### config.mk
export PLATFORM = sky130hd
export DESIGN_NAME = counter_modn_flat
export DESIGN_NICKNAME = d
export VERILOG_FILES = /design/src/rtl/counter_pkg.sv /design/src/rtl/counter_modn_if.sv /design/src/rtl/counter_modn.sv /design/src/flat_wrapper.sv
export SDC_FILE = /design/constraint.sdc
export NUM_CORES = 1
export LEC_CHECK = 0
export BUFFER_PORTS_ARGS = -buffer_cell sky130_fd_sc_hd__clkbuf_2
export CELL_PAD_IN_SITES_DETAIL_PLACEMENT = 1
export CELL_PAD_IN_SITES_GLOBAL_PLACEMENT = 2
export CORE_MARGIN = 2
export CORE_UTILIZATION = 27
export DETAILED_ROUTE_END_ITERATION = 10
export PLACE_DENSITY = 0.84
export SLEW_MARGIN = 5
export SYNTH_ARGS = -nofsm -noshare
export SYNTH_HDL_FRONTEND = slang
export SYNTH_SLANG_ARGS = --single-unit
### constraint.sdc
create_clock -name clk -period 4.3 [get_ports clk]
set_input_delay 0.645 -clock clk [delete_from_list [all_inputs] [get_ports clk]]
set_output_delay 0.645 -clock clk [all_outputs]
set_load 0.05 [all_outputs]
### src/rtl/counter_pkg.sv
// Shared constants for the modulo counter: direction and boundary-mode encodings.
package counter_pkg;

    // Count direction as seen on the 'up' input.
    typedef enum logic {
        DIR_DN = 1'b0,
        DIR_UP = 1'b1
    } dir_e;

    // Boundary behaviour as seen on the 'sat' input.
    typedef enum logic {
        MODE_WRAP = 1'b0,
        MODE_SAT  = 1'b1
    } mode_e;

endpackage : counter_pkg

### src/rtl/counter_modn_if.sv
// Control/status bundle for counter_modn. The master drives the controls and
// observes the count; the slave (the counter) does the reverse. There is no
// valid/ready pair: every rising edge of clk is a transaction, so the controls
// are sampled on each edge and cnt/tc/ovf/unf are valid after each edge.
interface counter_modn_if #(
    parameter int N = 4
);
    logic         clr;
    logic         ld;
    logic [N-1:0] ld_val;
    logic         en;
    logic         up;
    logic         sat;
    logic [N-1:0] cnt;
    logic         tc;
    logic         ovf;
    logic         unf;

    modport master (
        output clr, ld, ld_val, en, up, sat,
        input  cnt, tc, ovf, unf
    );

    modport slave (
        input  clr, ld, ld_val, en, up, sat,
        output cnt, tc, ovf, unf
    );
endinterface : counter_modn_if

### src/rtl/counter_modn.sv
// Up/down modulo-(MAX+1) counter with clear, load, wrap/saturate boundary
// modes, registered overflow/underflow pulses and a combinational
// terminal-count flag. Priority on each edge: rst_n low > clr > ld > en.
module counter_modn
    import counter_pkg::*;
#(
    parameter int N   = 4,
    parameter int MAX = 2**N - 1
) (
    input  logic           clk,
    input  logic           rst_n,
    counter_modn_if.slave  bus
);

    // Comparisons against MAX are done one bit wider so MAX never truncates.
    localparam logic [N:0] MAX_W = (N+1)'(MAX);
    localparam logic [N:0] ONE_W = (N+1)'(1);

    logic [N-1:0] cnt_q;
    logic [N-1:0] cnt_d;
    logic         ovf_q;
    logic         ovf_d;
    logic         unf_q;
    logic         unf_d;
    logic [N:0]   cnt_ext;
    logic [N:0]   ld_ext;

    assign cnt_ext = {1'b0, cnt_q};
    assign ld_ext  = {1'b0, bus.ld_val};

    // Next-state: clear, clamped load, or enabled count with boundary handling.
    always_comb begin
        cnt_d = cnt_q;
        ovf_d = 1'b0;
        unf_d = 1'b0;
        if (bus.clr) begin
            cnt_d = '0;
        end else if (bus.ld) begin
            cnt_d = (ld_ext > MAX_W) ? MAX_W[N-1:0] : bus.ld_val;
        end else if (bus.en) begin
            if (bus.up == DIR_UP) begin
                if (cnt_ext >= MAX_W) begin
                    ovf_d = 1'b1;
                    cnt_d = (bus.sat == MODE_SAT) ? MAX_W[N-1:0] : '0;
                end else begin
                    cnt_d = N'(cnt_ext + ONE_W);
                end
            end else begin
                if (cnt_ext == '0) begin
                    unf_d = 1'b1;
                    cnt_d = (bus.sat == MODE_SAT) ? '0 : MAX_W[N-1:0];
                end else begin
                    cnt_d = N'(cnt_ext - ONE_W);
                end
            end
        end
    end

    // State register with synchronous active-low reset overriding all controls.
    always_ff @(posedge clk) begin
        if (!rst_n) begin
            cnt_q <= '0;
            ovf_q <= 1'b0;
            unf_q <= 1'b0;
        end else begin
            cnt_q <= cnt_d;
            ovf_q <= ovf_d;
            unf_q <= unf_d;
        end
    end

    assign bus.cnt = cnt_q;
    assign bus.ovf = ovf_q;
    assign bus.unf = unf_q;
    // Terminal count tracks the current direction against the registered count.
    assign bus.tc  = (bus.up == DIR_UP) ? (cnt_ext == MAX_W) : (cnt_ext == '0);

endmodule : counter_modn

### src/flat_wrapper.sv
// flat-port wrapper written by rule: the top's interface ports become plain ports
module counter_modn_flat import counter_pkg::*;
#(
    parameter int N   = 4,
    parameter int MAX = 2**N - 1
)
  (clk, rst_n, bus_clr, bus_ld, bus_ld_val, bus_en, bus_up, bus_sat, bus_cnt, bus_tc, bus_ovf, bus_unf);
  counter_modn_if #(.N(N)) bus_i ();
  input  logic clk;
  input  logic rst_n;
  input wire logic [$bits(bus_i.clr)-1:0] bus_clr;
  input wire logic [$bits(bus_i.ld)-1:0] bus_ld;
  input wire logic [$bits(bus_i.ld_val)-1:0] bus_ld_val;
  input wire logic [$bits(bus_i.en)-1:0] bus_en;
  input wire logic [$bits(bus_i.up)-1:0] bus_up;
  input wire logic [$bits(bus_i.sat)-1:0] bus_sat;
  output wire logic [$bits(bus_i.cnt)-1:0] bus_cnt;
  output wire logic [$bits(bus_i.tc)-1:0] bus_tc;
  output wire logic [$bits(bus_i.ovf)-1:0] bus_ovf;
  output wire logic [$bits(bus_i.unf)-1:0] bus_unf;
  assign bus_i.clr = bus_clr;
  assign bus_i.ld = bus_ld;
  assign bus_i.ld_val = bus_ld_val;
  assign bus_i.en = bus_en;
  assign bus_i.up = bus_up;
  assign bus_i.sat = bus_sat;
  assign bus_cnt = bus_i.cnt;
  assign bus_tc = bus_i.tc;
  assign bus_ovf = bus_i.ovf;
  assign bus_unf = bus_i.unf;
  counter_modn #(.N(N), .MAX(MAX)) u_core (.clk(clk), .rst_n(rst_n), .bus(bus_i));
endmodule
==> run summary <==
RSZ-0062 raised after global routing = false
DRT Pass-1 Iters = 4
Period utilization = 58.0%
Setup TNS = 0 ns
CTS Buf Count = 3
Fin area = 598 sq um
Die W = 46.9 um
Synth Area in Simple Gates = 36.5%
Number of nets in the layout = 94
Final antenna-violating net count = 0
Power Dens Cells = 270 nW/um^2
Syn_nets = 76
Max-cap viol count = 0
Fin Hold WS = 0.697 ns
Share of layout cells above drive strength 1 = 27.8%
Global-route wire length before repair = 2080 um
Root cell of the clock tree = clkbuf_4
Post-CTS sizing = 0
CTS tree = done
Die area = 2200 sq um
Multiplexer share of the synthesized area = 4.03%
Data required, critical path = 3.65 ns
Worst min-delay path category = in2reg
H-tree Lvls = 1
Syn Inst Count = 63
Hold_sp = bus_ld_val[1]
GRT Total Usage = 13.3%
Clock Skews = 0.00535 ns
Final Setup Violations = 0
CP Launch Type = register
Synth Register Bits = 6
Finished Layout Cells = 104
Sequential Area = 120 sq um
Synthesis-to-layout area growth = 20.4%
Largest net degree at the start of global routing = 13
Flop2flop setup slack = 2.56 ns
Synth top area share = 24.2%
Clock power frac = 32.2%
Synth Area in XOR/XNOR = 0%
Initial antenna violation count = 0
Filler Cells Inserted = 238
Vias in the first global route = 459
Worst EP arrival = 1.85 ns
Drt initial violations = 4
CP Max Fanout = 5
YS warnings = 0
Cell with the most instances after synthesis = dfxtp_1
Minimum clock period = 2.49 ns
Hold buffer count at CTS = 0
DP HPWL = 1050 um
Ys flop type = dfxtp_1
Sequential share of power = 38.4%
P_sw = 53.8 uW
Gate power share = 29.4%
Unique cell type count in the Yosys netlist = 31
Clock sink total = 6
Final hold vios = 0
Total power draw = 161 uW
Clock Latency Late Sink = 0.24 ns
Clk buf depth = 2
Area of the multi-input gates = 328 sq um
Register area share after synthesis = 24.2%
Worst setup EP type = output port
Worst flop-to-flop path startpoint = u_core.bus.cnt[0]
Vias post-DR = 530
Post-Syn Area per Cell = 7.88 sq um
Synthesized-area fraction occupied by adder cells = 5.04%
Async SR Flop Fraction = 0%
Core ar. = 1730 sq um
Reg clk slew, reported paths = 0.05 ns
Antenna diodes = 0
Die H = 46.9 um
Total global routing overflow = 0
Placed insts = 101
Synth cell count leaders = dfxtp_1 (6), nand2b_1 (5), nor2_1 (5), a21oi_1 (4), nand2_1 (4)
Sw frac = 33.3%
Row cnt = 15
I/O Pins = 18
Setup bufs post-CTS = 0
Slew margin rel. = 75.5%
Via/cell ratio = 5.10
Starting Density = 28.8%
F_max = 0.401 GHz
Top post-synthesis cells by area = dfxtp_1 (24%), nand2b_1 (6.3%), ha_1 (5.0%)
Placed Area = 576 sq um
Type of the worst setup path = reg2out
Post-synth EDFFs = 0
Area of the mapped netlist = 497 sq um
Largest family of logic cells by synthesized area = simple AND/OR/NAND/NOR gates
Int Pwr = 108 uW
Pleak = 0.000259 uW
CP startpoint = u_core.bus.cnt[0]
Max Slew Vio Count = 0
Leading area contributor after synthesis = dfxtp_1
Drt drc = 0
Outcome = completed
Final wirelength = 1290 um
Drt wl/cell = 12.4 um
GP Congestion = 0.771
Synth Area in Compound Gates = 20.4%
Slew @ Worst Pin = 0.367 ns
Worst IR Drop VDD = 0.0000792 V
Count of input and output buffers = 17
==> registers in the layout, indices dropped and copies added, names as in the netlist <==
name,count
u_core.bus.unf,1
u_core.bus.cnt,4
u_core.bus.ovf,1
==> path summary, 6_finish.rpt <==
path | endpoint | cells after the start
max | bus_tc | 5
min | u_core.bus.cnt[1] | 3
max reg2reg | u_core.bus.cnt[0] | 6
min reg2reg | u_core.bus.ovf | 2
==> cells by family (layout without fill, tap and decap cells) <==
group / count (synthesis) / count (layout)
mux: 2 / 2
compound gates: 15 / 15
fa+ha+maj: 2 / 2
buf+inv: 7 / 23
simple gates: 31 / 31
flops: 6 / 6
==> metal layers <==
layer / global-route usage [%] / vias up / share of wire (%)
met5: 0 / - / 0
met4: 5.00 / 0 / 0
met3: 2.31 / 0 / 5.1
met2: 20.8 / 15 / 50
met1: 18.1 / 247 / 45
li1: - / 268 / -
==> worst max-delay path, stage by stage, from the launching register on <==
cell and delay [ns]:
dfxtp_1 0.34, inv_1 0.16, ha_1 0.25, or4b_4 0.51
nand2_1 0.08, clkbuf_2 0.27
==> layout make-up <==
type | count | share of cell area (%)
Multi-Input combinational cell | 50 | 54.8
Sequential cell | 6 | 20.1
Timing Repair Buffer | 17 | 14.2
Tap cell | 25 | 5.23
Clock buffer | 3 | 3.77
Inverter | 3 | 1.88
==> power groups by stage <==
stage	Clock (uW)	Sequential [uW]	Combinational [uW]
after floorplan	0	67.8	31.2
after global placement	0	62.8	46.8
final	52.0	61.9	47.5
after global routing	56.1	62.2	52.6
after detailed placement	0	62.9	47.9
after CTS	54.9	61.8	48.1
==> stage by stage <==
stage,worst slack (ns),util [%]
2_1_floorplan,1.91,-
3_3_place_gp,1.99,33.3
3_5_place_dp,1.98,33.3
4_1_cts,1.79,34.6
5_1_grt,1.72,34.6
6_report,1.81,34.6
==> cell usage in the layout, fill, tap and decap left out, types with 2 or more instances in the layout <==
cell      netlist  routed
a21oi_1         4       4
a31oi_1         3       3
clkbuf_2        0      17
clkbuf_4        0       3
dfxtp_1         6       6
ha_1            2       2
inv_1           3       3
mux2i_1         2       2
nand2_1         4       4
nand2b_1        5       5
nand3_1         3       3
nor2_1          5       5
nor3_1          2       2
nor3b_1         2       2
o32ai_1         2       2
Power figures use the tool's default switching activity.
